**config.mk**
```make
export PLATFORM = sky130hd
export DESIGN_NAME = soc_cpu_3_div_cell
export DESIGN_NICKNAME = d
export VERILOG_FILES = /design/src/rtl/soc_cpu_3_div_pkg.sv /design/src/rtl/soc_cpu_3_div_step.sv /design/src/rtl/soc_cpu_3_div_cell.sv
export SDC_FILE = /design/constraint.sdc
export NUM_CORES = 1
export LEC_CHECK = 0
export ABC_AREA = 1
export BUFFER_PORTS_ARGS = -buffer_cell sky130_fd_sc_hd__buf_4
export CORE_MARGIN = 3
export CORE_UTILIZATION = 50
export CTS_CLUSTER_DIAMETER = 30
export DETAILED_ROUTE_END_ITERATION = 6
export GPL_TIMING_DRIVEN = 0
export PLACE_DENSITY_LB_ADDON = 0.05
export SETUP_SLACK_MARGIN = 0.15
export SYNTH_ARGS = -nofsm -noshare
export SYNTH_HDL_FRONTEND = slang
export SYNTH_SLANG_ARGS = --single-unit
```
**constraint.sdc**
```tcl
create_clock -name clk -period 1.89 [get_ports clk]
set_clock_uncertainty 0.2 [all_clocks]
set_input_delay 0.378 -clock clk [delete_from_list [all_inputs] [get_ports clk]]
set_output_delay 0.378 -clock clk [all_outputs]
set_load 0.05 [all_outputs]
```
**src/rtl/soc_cpu_3_div_pkg.sv**
```systemverilog
// Shared types and constants for the cpu_3 iterative divider.
// Latency: n/a (declarations only).
// Backpressure: n/a.
package soc_cpu_3_div_pkg;

    localparam int DIV_WIDTH = 32;
    localparam int DIV_ITERS = 32;
    localparam int CNT_W     = $clog2(DIV_ITERS);

    localparam logic [DIV_WIDTH-1:0] DIV0_QUOTIENT = 32'hFFFF_FFFF;
    localparam logic [CNT_W-1:0]     CNT_INIT      = CNT_W'(DIV_ITERS - 1);

    typedef enum logic [1:0] {
        IDLE = 2'd0,
        ITER = 2'd1,
        FIX  = 2'd2,
        DONE = 2'd3
    } div_state_t;

    // Magnitude of a two's-complement value; passthrough for unsigned operands.
    function automatic logic [DIV_WIDTH-1:0] div_abs(input logic [DIV_WIDTH-1:0] v,
                                                     input logic is_signed);
        return (is_signed && v[DIV_WIDTH-1]) ? -v : v;
    endfunction

endpackage

```
**src/rtl/soc_cpu_3_div_step.sv**
```systemverilog
// One radix-2 restoring division step (shift in dividend MSB, trial subtract).
// Latency: combinational.
// Backpressure: none.
module soc_cpu_3_div_step
    import soc_cpu_3_div_pkg::*;
(
    input  logic [DIV_WIDTH-1:0] rem,
    input  logic                 dvd_msb,
    input  logic [DIV_WIDTH-1:0] dvs,
    output logic [DIV_WIDTH-1:0] rem_nxt,
    output logic                 q_bit
);

    // The shifted remainder needs 33 bits: rem can reach dvs-1 with dvs up to 2^32-1.
    // The difference is only used when shifted >= dvs, so it always fits in 32 bits.
    logic [DIV_WIDTH:0]   shifted;
    logic [DIV_WIDTH-1:0] diff;

    // Trial subtraction; keep the difference only when it does not go negative.
    always_comb begin
        shifted = {rem, dvd_msb};
        diff    = shifted[DIV_WIDTH-1:0] - dvs;
        q_bit   = (shifted >= {1'b0, dvs});
        rem_nxt = q_bit ? diff : shifted[DIV_WIDTH-1:0];
    end

endmodule

```
**src/rtl/soc_cpu_3_div_cell.sv**
```systemverilog
// cpu_3 M-stage iterative div/divu (quotient; remainder with SOC_CPU_3_DIV_REM_EN).
// Latency: fixed 34 cycles start->done; busy for 33 cycles after the start cycle.
// Backpressure: none; start is ignored while busy or done, one divide per 35 cycles.
module soc_cpu_3_div_cell
    import soc_cpu_3_div_pkg::*;
#(
    parameter int WIDTH = 32
) (
    input  logic             clk,
    input  logic             reset_n,
    input  logic             M_div_start,
    input  logic             M_div_signed,
    input  logic [WIDTH-1:0] M_div_src1,
    input  logic [WIDTH-1:0] M_div_src2,
    output logic             M_div_busy,
    output logic             M_div_done,
    output logic [WIDTH-1:0] M_div_cell_result
`ifdef SOC_CPU_3_DIV_REM_EN
    ,
    output logic [WIDTH-1:0] M_div_cell_rem
`endif
);

    div_state_t state, state_nxt;
    logic       busy_nxt, done_nxt;

    logic [CNT_W-1:0]     count;
    logic [DIV_WIDTH-1:0] dvd;      // dividend magnitude, becomes the quotient as bits shift in
    logic [DIV_WIDTH-1:0] dvs;      // divisor magnitude
    logic [DIV_WIDTH-1:0] rem;      // partial remainder
    logic                 neg_q;
    logic                 div0;
`ifdef SOC_CPU_3_DIV_REM_EN
    logic                 neg_r;
`endif

    logic [DIV_WIDTH-1:0] rem_step;
    logic                 q_bit;

    soc_cpu_3_div_step u_step (
        .rem     (rem),
        .dvd_msb (dvd[DIV_WIDTH-1]),
        .dvs     (dvs),
        .rem_nxt (rem_step),
        .q_bit   (q_bit)
    );

    // State register.
    always_ff @(posedge clk or negedge reset_n) begin
        if (!reset_n) begin
            state <= IDLE;
        end else begin
            state <= state_nxt;
        end
    end

    // Next-state decode; busy/done are derived from the next state so they can be registered.
    always_comb begin
        state_nxt = state;
        busy_nxt  = 1'b0;
        done_nxt  = 1'b0;
        case (state)
            IDLE: if (M_div_start) state_nxt = ITER;
            ITER: if (count == '0) state_nxt = FIX;
            FIX:  state_nxt = DONE;
            DONE: state_nxt = IDLE;
            default: state_nxt = IDLE;
        endcase
        busy_nxt = (state_nxt == ITER) || (state_nxt == FIX);
        done_nxt = (state_nxt == DONE);
    end

    // Registered status outputs.
    always_ff @(posedge clk or negedge reset_n) begin
        if (!reset_n) begin
            M_div_busy <= 1'b0;
            M_div_done <= 1'b0;
        end else begin
            M_div_busy <= busy_nxt;
            M_div_done <= done_nxt;
        end
    end

    // Operand capture, iteration datapath and sign fix-up of the results.
    always_ff @(posedge clk or negedge reset_n) begin
        if (!reset_n) begin
            count             <= '0;
            dvd               <= '0;
            dvs               <= '0;
            rem               <= '0;
            neg_q             <= 1'b0;
            div0              <= 1'b0;
            M_div_cell_result <= '0;
`ifdef SOC_CPU_3_DIV_REM_EN
            neg_r             <= 1'b0;
            M_div_cell_rem    <= '0;
`endif
        end else begin
            case (state)
                IDLE: begin
                    if (M_div_start) begin
                        dvd   <= div_abs(M_div_src1, M_div_signed);
                        dvs   <= div_abs(M_div_src2, M_div_signed);
                        rem   <= '0;
                        count <= CNT_INIT;
                        neg_q <= M_div_signed & (M_div_src1[DIV_WIDTH-1] ^ M_div_src2[DIV_WIDTH-1]);
                        div0  <= (M_div_src2 == '0);
`ifdef SOC_CPU_3_DIV_REM_EN
                        neg_r <= M_div_signed & M_div_src1[DIV_WIDTH-1];
`endif
                    end
                end
                ITER: begin
                    dvd   <= {dvd[DIV_WIDTH-2:0], q_bit};
                    rem   <= rem_step;
                    count <= count - CNT_W'(1);
                end
                FIX: begin
                    // Divide by zero: the raw quotient is all ones, but a negative signed
                    // dividend would flip it, so pin it. The remainder fix-up already
                    // reproduces the original dividend in both modes.
                    if (div0) begin
                        M_div_cell_result <= DIV0_QUOTIENT;
                    end else begin
                        M_div_cell_result <= neg_q ? -dvd : dvd;
                    end
`ifdef SOC_CPU_3_DIV_REM_EN
                    M_div_cell_rem <= neg_r ? -rem : rem;
`endif
                end
                default: ;
            endcase
        end
    end

endmodule

```
### After elaboration in Yosys (flattened, before gate mapping)

Cells that the tools add are included.

* bits in registers: 139
* input bits: 68
* output and inout bits: 34
* logic and storage cells: 48

* add/subtract/negate cells: 5
* $lt $le $gt $ge: 1
* eq/ne operators: 7
* multiplexer cells: 14
* bitwise operators: 2
* reduce and logical (&&, ||, !) cells: 9

Operators by type and width (number)
* 32-bit two-way mux: 7
* 32-bit case mux with 2 select lines: 2
* 32-bit negation: 3
* 33-bit by 32-bit >= comparator with 1-bit output: 1
* 32-bit logical NOT: 1
* 32-bit subtractor: 1
* 5-bit case mux with 2 select lines: 1
* 2-bit == test (second input constant): 4
* 2-bit case mux with 4 select lines: 1
* 5-bit logical NOT: 1
* 5-bit two-way mux: 1
* 5-bit by 1-bit subtractor with 5-bit output (second input constant): 1
* 2-bit by 1-bit == test with 1-bit output (second input constant): 2
* 2-bit two-way mux: 2
* 2-bit AND reduction: 2
* 1-bit logical AND: 2
* 2-bit logical NOT: 1
* 2-bit inequality test (second input constant): 1
* 2-bit nonzero test: 1
* 1-bit AND: 1
* 1-bit logical OR: 1
* 1-bit XOR: 1

### Longest topological paths before layout

Gate-level depths: netlist of the first run.

* depth in word-level cells: 5
* mapped depth: 17
* mapped depth without buffers: 16

### By module

Synthesis of the first run repeated with hierarchy kept, for this count alone.

* cell total of the unflattened synthesis: 1727
* area total of the unflattened synthesis: 11285.8 µm²

By module, submodules not included
* soc_cpu_3_div_cell: times used 1, cells an instance 1075, area each 8092.8 µm², seq. area each 3478.3 µm²
* soc_cpu_3_div_step: times used 1, cells an instance 652, area each 3193.1 µm², seq. area each 0.0 µm²

### Least setup slack after synthesis of the first run

OpenSTA, ideal clock, no wires.

* path kind: reg2reg
* start: reg rem[26]
* end: reg rem[15]
* library setup time: 117 ps
* data arrival time: 1772 ps
* data required time: 1573 ps
* setup slack: -199 ps
* cell stages (with the launch flop): 14
* clock period less this slack: 2089 ps
* cell sequence: dfrtp_1 > ha_1 > nand2_1 > inv_1 > nand2_1 > nand2_1 > a21oi_1 > nand2_2 > nor2_4 > buf_6 > buf_6 > nand3b_1 > nand3_1 > nand2_1

* word-level cells in the longest chain between the ends: 3

RTL lines
* start: declaration: line soc_cpu_3_div_cell.sv:30 `logic [DIV_WIDTH-1:0] rem;`
* start signal: assignment: line soc_cpu_3_div_cell.sv:115 `rem <= rem_step;`
* 33-bit by 32-bit >= comparator with 1-bit output: line soc_cpu_3_div_step.sv:23 `q_bit = (shifted >= {1'b0, dvs});`
* 32-bit two-way mux: line soc_cpu_3_div_step.sv:24 `rem_nxt = q_bit ? diff : shifted[DIV_WIDTH-1:0];`
* 32-bit case mux with 2 select lines: line soc_cpu_3_div_cell.sv:99 `case (state)`

No other way between the ends.
A chain may end at the register's enable or synchronous reset.

### Worst setup path after layout of the first run

* start: reg rem[19]
* end: reg rem[25]

* word-level cells in the longest chain between the ends: 3
* elaborated cells on any way between the ends: 4
* classes of those cells: add/sub: 1; order compare: 1; mux: 2

RTL lines (line)
* 32-bit subtractor or 33-bit by 32-bit >= comparator with 1-bit output (tied branches): soc_cpu_3_div_step.sv:22, soc_cpu_3_div_step.sv:23
* 32-bit two-way mux (*): soc_cpu_3_div_step.sv:24
* 32-bit case mux with 2 select lines (*): soc_cpu_3_div_cell.sv:99

Every way passes the cells marked *; elsewhere a longest branch is shown, timed or not.

==> results of run 1 <==
==> power breakdown <==
part           switching, uW  internal [uW]  total, uW
clock                   1500           2040       3540
sequential              1450           4220       5670
combinational          12400           8840      21200
total                  15400          15100      30400
==> stage by stage <==
stage / instances / instance area (um^2) / hold slack [ps] / util, %
floorplan: 1721 / 11540 / -117.6 / -
global placement: 2097 / 12640 / 265.9 / 59.22
detailed placement: 2098 / 12680 / 181.4 / 59.36
CTS: 2169 / 14140 / 3.043 / 66.23
global route: 2216 / 15430 / 37.71 / 72.28
finish: 2216 / 15430 / 24.44 / 72.28
==> synth_stat cells, drive strengths merged, types with 13 or more instances <==
library cell  instances  area [um^2]
xnor2                17        148.9
o22ai                13        81.33
nand3               178        900.9
o21ai                99        499.2
buf                  20        125.1
ha                   36        450.4
dfrtp               139         3478
nand3b               16        120.1
xor2                 40        350.3
inv                 287         1077
nor2                166        653.1
nand4                32        200.2
clkbuf               28        105.1
nor3                 14        75.07
a22oi                25        187.7
a21oi                36        183.9
nand2               517         1968
==> cell type report <==
cell class | instances | area (um^2)
clock inverter | 14 | 177.7
fill | 1740 | 5918
multi-input combinational | 1246 | 7863
buffer | 48 | 364.1
clock buffer | 18 | 439.2
timing repair buffer | 188 | 1604
sequential | 139 | 3506
inverter | 288 | 1137
tap | 275 | 344.1
==> worst max-delay path by stage <==
| stage | endpoint | slack, ps | cells past startpoint |
|---|---|---|---|
| 3_3_place_gp | rem[25] | -600 | 14 |
| 2_1_floorplan | rem[15] | -90 | 12 |
| 6_report | rem[25] | -440 | 13 |
| 3_5_place_dp | rem[10] | -630 | 14 |
| 4_1_cts | rem[29] | -420 | 17 |
| 5_1_grt | rem[14] | -550 | 16 |
==> critical path: stages (launching register included) <==
cell and delay, ps:
dfrtp_1 420, ha_4 340, nand2_2 110, nor2_4 140, nand2_2 80, nor2_4 160, nand2_1 90, nand2_2 80
nor2_4 70, nand2_8 150, clkbuf_16 180, nand3_2 80, nand2_1 70, nand2_1 50
==> registers in the layout (all words and copies together), names as in the netlist <==
signal and flops:
div0 1, dvs 32, count 5, dvd 32
neg_q 1, M_div_busy 1, rem 32, M_div_cell_result 32
state 2, M_div_done 1
==> logic make-up after synthesis <==
family	Yosys count	synth area share, %
compound gates	207	10.91
fa+ha+maj	37	4.270
simple gates	945	36.82
flops	139	31.57
xor+xnor	57	4.531
buf+inv	336	11.90
==> layer usage <==
| metal | GRT usage [%] | routed length [um] | vias to the layer above | share of wire (%) |
|---|---|---|---|---|
| met2 | 44.61 | 17110 | 543 | 44 |
| met3 | 6.379 | 3868 | 97 | 9.9 |
| li1 | - | - | 5906 | - |
| met1 | 46.45 | 17280 | 5698 | 44 |
| met5 | 0 | 0 | - | 0 |
| met4 | 7.149 | 808 | 0 | 2.1 |
==> timing repair <==
item | 4_1_cts | 5_1_grt
gates cloned | 3 | 4
gates resized for setup | 175 | 275
pin swaps | 46 | 103
endpoints found under the hold margin | 56 | 0
endpoints found under the setup margin | 134 | 132
setup buffers | 35 | 43
hold buffers | 1 | 0
==> flow_summary_export.csv, run 1 <==
group,metric,value,unit
clock_tree,cts_tree,"yes",
route,postRouteAntennaNets,0,
sta,finalSetupTns,-14550,ps
floorplan,pin_count,102,
layout,nets,2033,
synth,avgSynthCellArea,6.402,um^2
clock_tree,clk_path_buf_depth,2,
sta,relSlewSlack,59.09,%
global_routing,grt_pass1_wl,57.89,mm
global_routing,grtUsageTotal,30.56,%
setup_path,worst_setup_path_end_kind,"flop",
min_path,min_to,"state[0]",
route,routed_wl,39.06,mm
synth,yosysSeqAreaShare,31.57,%
place,dp_hpwl,27.93,mm
clock_tree,cts_root_buffer,"clkbuf_16",
sta,setup_slack,-442.5,ps
layout,drive_gt1_share,32.10,%
route,dr.pass1.iters,6,
floorplan,dieArea,23850,um^2
sta,worstMarginPinSlew,613.7,ps
outcome,violations,"setup timing",
clock_tree,cts.sinks,139,
setup_path,cp_max_fo,8,
setup_path,worstSetupStartpoint,"rem[19]",
pwr,power.total,30450,uW
setup_path,cp-start-kind,"flop",
sta,rsz0062_at_grt,"yes",
route,routedWlPerCell,17.63,um
synth,syn_area,11020,um^2
sta,report.final.slew_viol_count,0,
global_routing,overflow,0,
route,num_vias,12240,
min_path,min-delay-start,"M_div_start",
outcome,status,"finished with violations",
flow_run,drv_cap,0,
min_path,min_path_type,"in -> reg",
place,place_congestion,0.9579,
route,drt_iter0_drc,1050,
synth,synthDistinctLibCells,47,
clock_tree,insertion_delay,430,ps
layout,final_common_cell,"nand2_1",
sta,fmax,0.4287,GHz
clock_tree,cts-htree-levels,4,
sta,period_share,123.4,%
setup_path,required,2010,ps
pwr,p_leak,0.007619,uW
pwr,vdd_drop_max,1084,uV
setup_path,r2r-start,"rem[19]",
sta,hold_viol,0,
synth,synth_edf_count,0,
setup_path,reg2reg_depth,13,
synth,ys_ff_latch,139,
floorplan,start_util,51.60,%
layout,area_delta_synth_final,40.09,%
global_routing,antenna_found_initial,0,
sta,min_period,2333,ps
setup_path,critPathKind,"reg -> reg",
route,drc,0,
floorplan,fp.dieH,154.4,um
layout,antenna_cells,0,
layout,most-common-layout-cells,"nand2_1, inv_1, buf_4",
global_routing,grt_start_max_net_pins,84,
sta,final-setup-viol-count,51,
synth,async_flop_share,100.0,%
clock_tree,numCtsBuffers,17,
setup_path,rrSetupSlack,-440,ps
synth,ys_warn_count,0,
pwr,power_density,1973,nW/um^2
synth,synth_flop_cell,"dfrtp_1",
place,dpl_worst_slack,-625.2,ps
floorplan,fp.dieW,154.4,um
floorplan,core_area,21350,um^2
setup_path,timing.rr.end,"rem[25]",
synth,syn_inst,1721,
global_routing,grt_pass1_vias,11030,
min_path,hold_path_depth,3,
place,portBuffers,101,
synth,synth_nets,1826,
floorplan,num_rows,53,
route,via_per_inst,5.525,
setup_path,cp.arrival,2450,ps
clock_tree,clk_pin_slew,70,ps
(Power assumes the default switching activity.)
==> inputs of run 2 (changes only) <==
--- a/config.mk
+++ b/config.mk
@@ -5,7 +5,6 @@
 export SDC_FILE = /design/constraint.sdc
 export NUM_CORES = 1
 export LEC_CHECK = 0
-export ABC_AREA = 1
 export BUFFER_PORTS_ARGS = -buffer_cell sky130_fd_sc_hd__buf_4
 export CORE_MARGIN = 3
 export CORE_UTILIZATION = 50
==> run 2 against run 1 <==
The flow still finishes with violations (setup timing). Total power is 6.3% higher. First-iteration DRC count is 18% lower. Critical path depth stayed put. Sequential share of layout area is 1.3 points higher. Clock power is 11% lower. Worst hold slack better by 12 ps. Global-route usage is 1.0 points lower. Die area is 11% lower. Sequential power is 1% higher. Core utilization is 4.6 points higher. Setup slack worse by 750 ps. Largest cell class unchanged.
==> flow_summary_export.csv, run 2 <==
group,metric,value,unit
clock_tree,cts.sinks,139,
floorplan,fp.dieW,145.9,um
layout,final_common_cell,"buf_4",
synth,synthDistinctLibCells,83,
floorplan,fp.dieH,145.9,um
setup_path,r2r-start,"rem[12]",
synth,async_flop_share,100.0,%
sta,worstMarginPinSlew,931.2,ps
sta,fmax,0.3245,GHz
setup_path,worstSetupStartpoint,"rem[12]",
sta,rsz0062_at_grt,"yes",
synth,synth_flop_cell,"dfrtp_1",
synth,ys_warn_count,0,
sta,setup_slack,-1191,ps
layout,most-common-layout-cells,"buf_4, dfrtp_1, nand2_1",
place,postPlaceCellArea,11150,um^2
sta,hold_viol,0,
synth,yosysSeqAreaShare,35.54,%
floorplan,pin_count,102,
route,routed_wl,33.91,mm
flow_run,drv_cap,0,
synth,syn_inst,1145,
layout,drive_gt1_share,42.09,%
floorplan,start_util,51.63,%
sta,min_period,3081,ps
global_routing,antenna_found_initial,0,
setup_path,reg2reg_depth,13,
min_path,min_path_type,"in -> reg",
route,via_per_inst,5.941,
setup_path,max_stage_delay,450,ps
setup_path,path_common_cell,"buf_6",
setup_path,rrSetupSlack,-1190,ps
global_routing,grt_pass1_vias,9325,
pwr,vdd_drop_max,1352,uV
sta,relSlewSlack,37.24,%
setup_path,timing.rr.end,"rem[10]",
setup_path,cp-start-kind,"flop",
layout,antenna_cells,0,
synth,ys_top_cells_by_area,"dfrtp_1, o21ai_0, xnor2_1",
synth,yosysTopAreaCell,"dfrtp_1",
setup_path,crit_cells,13,
floorplan,core_area,18960,um^2
setup_path,cp.arrival,3180,ps
setup_path,cpMaxStageDelayCell,"dfrtp_2",
pwr,power.total,32380,uW
setup_path,critPathKind,"reg -> reg",
setup_path,worst_setup_path_end_kind,"flop",
route,postRouteAntennaNets,0,
sta,period_share,163.0,%
synth,synth_edf_count,0,
global_routing,grt_pass1_wl,50.58,mm
setup_path,cp_max_fo,6,
place,portBuffers,101,
sta,final-setup-viol-count,88,
outcome,status,"finished with violations",
outcome,violations,"setup timing",
route,dr.pass1.iters,5,
global_routing,grt_start_max_net_pins,71,
floorplan,dieArea,21290,um^2
clock_tree,insertion_delay,430,ps
setup_path,cp-endpoint,"rem[10]",
synth,syn_area,9787,um^2
route,num_vias,9999,
place,dp_hpwl,21.61,mm
clock_tree,clk_path_buf_depth,2,
place,place_congestion,0.9195,
setup_path,cp_num_buf_inv,5,
place,dpl.cell_count,1507,
clock_tree,cts-htree-levels,4,
clock_tree,cts_root_buffer,"clkbuf_16",
pwr,power_density,2223,nW/um^2
synth,synth_nets,1250,
global_routing,overflow,0,
setup_path,required,1990,ps
sta,report.final.slew_viol_count,0,
synth,synth.most_common_cell,"dfrtp_1",
clock_tree,cts_tree,"yes",
synth,ys_ff_latch,139,
clock_tree,numCtsBuffers,17,
route,drt_iter0_drc,863,
synth,avgSynthCellArea,8.547,um^2
place,dpl_worst_slack,-1460,ps
global_routing,grtUsageTotal,29.54,%
floorplan,num_rows,50,
synth,synth_top_area_share,35.54,%
setup_path,crit_family,"simple AND/OR/NAND/NOR gates",
synth,synth_common_cells,"dfrtp_1, o21ai_0, nand2_1",
route,drc,0,
layout,area_delta_synth_final,48.85,%
pwr,p_leak,0.006255,uW
route,routedWlPerCell,20.15,um
layout,stdcell_count,1683,
setup_path,path_cells,"ha_4 > buf_6 > and3_4 > nand4_1 > buf_4 > nor3_4 > a2111oi_4 > or2_1 > buf_6 > buf_12 > buf_16 > a32oi_1 > o21ai_1",
sta,finalSetupTns,-51770,ps
layout,nets,1515,
clock_tree,clk_pin_slew,60,ps
layout,fin_area,14570,um^2
==> run 2: cell types whose count changed after synthesis, sizes merged, moves of 14 or more <==
cell    previous run  this run
nand4             32         6
clkbuf            28        42
nand3b            16         1
inv              287        58
nand3            178        20
xnor2             17        64
o31ai              1        16
a21oi             36        93
nand2            517       120
o21ai             99       136
mux2i              0        18
nor4               1        15
nor2             166        89
==> run 2: worst min path at each step <==
stage               cells after the start            startpoint              endpoint
global route                            3         M_div_src2[6]                dvs[6]
floorplan                               0               reset_n            M_div_busy
finish                                  3        M_div_src2[11]               dvs[11]
global placement                        2  M_div_cell_result[0]  M_div_cell_result[0]
detailed placement                      1               reset_n                rem[6]
CTS                                     3        M_div_src2[26]               dvs[26]
==> run 2: per-layer routing <==
metal / global-route usage (%) / up-vias / routed length (um)
li1: - / 4662 / -
met1: 45.36 / 4843 / 15250
met2: 43.66 / 426 / 15150
met3: 4.640 / 68 / 2721
met4: 7.075 / 0 / 782
met5: 0 / - / 0
==> run 2: logic make-up after synthesis <==
family	share of synthesized area [%]
AO/OA/AOI/OAI	25.40
AND/OR/NAND/NOR	17.08
flip-flops	35.54
buffers and inverters	5.344
XOR/XNOR	9.755
adder cells (fa/ha/maj)	4.807
multiplexers	2.071
==> run 2: layout make-up <==
| cell class | count | area (um^2) |
|---|---|---|
| plain buffers | 63 | 455.4 |
| clock buffers | 19 | 452.9 |
| clock inverters | 13 | 93.84 |
| fillers | 1295 | 4388 |
| inverters | 59 | 232.7 |
| multi-input cells | 885 | 7345 |
| flip-flops and latches | 139 | 3492 |
| well taps | 260 | 325.3 |
| repair buffers | 245 | 2171 |
==> run 2: what timing repair did <==
item,CTS,global route
hold endpoints to repair,70,0
pin swaps,112,132
gates cloned,4,0
hold buffers,2,0
endpoints found under the setup margin,134,129
gates resized for setup,242,220
setup buffers,77,61
==> run 2: stage by stage <==
stage	hold slack (ps)	util, %
after detailed placement	236.8	58.84
after global placement	255.0	58.68
final	36.93	76.85
after CTS	33.17	70.06
after floorplan	-117.6	-
after global routing	45.10	76.85
==> run 2: power breakdown <==
group | internal (uW) | total [uW] | switching [uW]
logic | 11000 | 23500 | 12400
clock network | 1750 | 3160 | 1400
registers | 4350 | 5750 | 1400
==> run 2: worst register-to-register path, stage by stage, from the launching register on <==
cell and delay [ps]:
dfrtp_2 450, ha_4 280, buf_6 90, and3_4 190, nand4_1 180, buf_4 200
nor3_4 220, a2111oi_4 100, or2_1 250, buf_6 160, buf_12 140, buf_16 130
a32oi_1 240, o21ai_1 120
==> inputs of run 3 (changes only) <==
--- a/config.mk
+++ b/config.mk
@@ -8,10 +8,10 @@
 export BUFFER_PORTS_ARGS = -buffer_cell sky130_fd_sc_hd__buf_4
 export CORE_MARGIN = 3
 export CORE_UTILIZATION = 50
-export CTS_CLUSTER_DIAMETER = 30
 export DETAILED_ROUTE_END_ITERATION = 6
 export GPL_TIMING_DRIVEN = 0
 export PLACE_DENSITY_LB_ADDON = 0.05
+export REMOVE_ABC_BUFFERS = 1
 export SETUP_SLACK_MARGIN = 0.15
 export SYNTH_ARGS = -nofsm -noshare
 export SYNTH_HDL_FRONTEND = slang
==> run 3 against run 2 <==
The flow still finishes with violations (setup timing). Core utilization is essentially flat. First-iteration DRC count grew 12%. Worst hold slack lost 16 ps. Design area is essentially flat. Sequential share of layout area is essentially flat. Critical path depth is the same. Sequential cell count is the same. Global-route usage shrank 0.75 points. Combinational power shrank 3%. Clock power grew 18%. Critical endpoint is now rem[27].
==> flow_summary_export.csv, run 3 (synthesis gave the netlist of run 2 again) <==
group,metric,value,unit
outcome,status,"finished with violations",
outcome,violations,"setup timing",
sta,period_share,154.2,%
setup_path,path_cells,"inv_2 > ha_4 > and4_4 > and3_4 > a21oi_2 > a31oi_4 > a2111oi_4 > buf_4 > or2_4 > buf_12 > buf_12 > a32oi_1 > o21ai_1",
floorplan,pin_count,102,
route,postRouteAntennaNets,0,
route,drc,0,
sta,report.final.slew_viol_count,0,
sta,hold_slack,20.67,ps
sta,rsz0062_at_grt,"yes",
global_routing,overflow,0,
setup_path,cp-endpoint,"rem[27]",
place,dpl.cell_count,1449,
layout,drive_gt1_share,39.18,%
layout,stdcell_count,1652,
place,dp_hpwl,18.31,mm
route,num_vias,10230,
setup_path,reg2reg_depth,13,
place,dpl_worst_slack,-1845,ps
layout,nets,1483,
sta,hold_viol,0,
clock_tree,cts_root_buffer,"clkbuf_16",
global_routing,grt_start_max_net_pins,97,
setup_path,cp_max_fo,6,
pwr,vdd_drop_max,1193,uV
layout,most-common-layout-cells,"buf_4, dfrtp_1, nand2_1",
flow_run,drv_cap,0,
route,drt_iter0_drc,969,
layout,fin_util,76.84,%
sta,relSlewSlack,45.45,%
global_routing,grt_pass1_vias,9416,
route,via_per_inst,6.194,
global_routing,grt_pass1_wl,50.03,mm
clock_tree,insertion_delay,440,ps
setup_path,r2r-start,"dvs[26]",
route,routed_wl,35.06,mm
floorplan,core_area,18960,um^2
setup_path,required,2000,ps
setup_path,cp.arrival,3030,ps
global_routing,grtUsageTotal,28.78,%
layout,final_common_cell,"buf_4",
route,dr.pass1.iters,5,
setup_path,max_stage_delay,380,ps
layout,fill_cells,1251,
clock_tree,clk_path_buf_depth,2,
clock_tree,cts.sinks,139,
clock_tree,cts-htree-levels,4,
floorplan,fp.dieH,145.9,um
clock_tree,clk_pin_slew,70,ps
clock_tree,numCtsBuffers,17,
place,place_congestion,0.8781,
route,routedWlPerCell,21.22,um
setup_path,worstSetupStartpoint,"dvs[26]",
sta,fmax,0.3431,GHz
setup_path,rrSetupSlack,-1020,ps
floorplan,fp.dieW,145.9,um
pwr,power_density,2236,nW/um^2
place,portBuffers,101,
setup_path,critPathKind,"reg -> reg",
layout,area_delta_synth_final,48.84,%
setup_path,cpMaxStageDelayCell,"dfrtp_1",
pwr,p_leak,0.006215,uW
setup_path,timing.rr.end,"rem[27]",
clock_tree,cts_tree,"yes",
setup_path,worst_setup_path_end_kind,"flop",
sta,setup_slack,-1024,ps
setup_path,cp-start-kind,"flop",
sta,final-setup-viol-count,81,
sta,min_period,2914,ps
floorplan,start_util,51.63,%
floorplan,num_rows,50,
sta,worstMarginPinSlew,807.7,ps
floorplan,dieArea,21290,um^2
global_routing,antenna_found_initial,2,
setup_path,path_common_cell,"buf_12",
min_path,min_path_type,"in -> reg",
==> run 3: cell type report <==
type                    count  area, um^2  area share, %
diodes                      1       2.502        0.01718
clock buffers              18       429.2          2.946
clock inverters            14       211.5          1.452
inverters                  59       252.7          1.735
multi-input cells         890        7323          50.27
flip-flops and latches    139        3488          23.95
well taps                 260       325.3          2.233
repair buffers            271        2534          17.39
==> run 3: metrics by stage <==
stage / cell area, um^2 / power [uW] / setup TNS, ps
CTS: 13350 / 28860 / -46670
finish: 14570 / 32570 / -50390
global route: 14560 / 34350 / -56980
global placement: 10570 / 18660 / -433500
floorplan: 9485 / 15870 / -154840
detailed placement: 10750 / 19910 / -131770
==> run 3: how the worst min path moves through the flow <==
stage / from / endpoint / cells past startpoint / slack (ps)
floorplan: reset_n / M_div_busy / 0 / -120
global placement: count[3] / count[3] / 1 / 260
detailed placement: reset_n / dvs[25] / 1 / 140
CTS: M_div_src1[31] / dvd[31] / 3 / 10
global route: M_div_src2[24] / dvs[24] / 3 / 40
finish: M_div_src1[17] / dvd[17] / 3 / 20
==> run 3: per-layer routing <==
metal | share of wire, % | up-vias | GRT usage [%]
met2 | 47 | 543 | 45.50
li1 | - | 4596 | -
met3 | 7.6 | 112 | 4.391
met5 | 0 | - | 0
met1 | 41 | 4982 | 40.60
met4 | 3.7 | 0 | 9.687
==> run 3: worst max-delay path: cells and delay by family, from the launching register on <==
family | cells | cell delay, ps
buffers and inverters | 4 | 500
AO/OA/AOI/OAI | 5 | 670
flip-flops | 1 | 380
AND/OR/NAND/NOR | 3 | 740
adder cells (fa/ha/maj) | 1 | 300
==> run 3: what timing repair did <==
item                                    in CTS  in global routing
endpoints found under the setup margin     137                124
pin swaps                                  111                118
gates resized for setup                    285                144
buffers inserted                            96                 65
hold buffers                                 2                  0
gates cloned                                 4                  3
hold endpoints to repair                    44                  0
==> run 3: report_power, final <==
part | internal (uW) | switching [uW]
clock network | 2250 | 1490
logic | 11000 | 11900
registers | 4340 | 1580
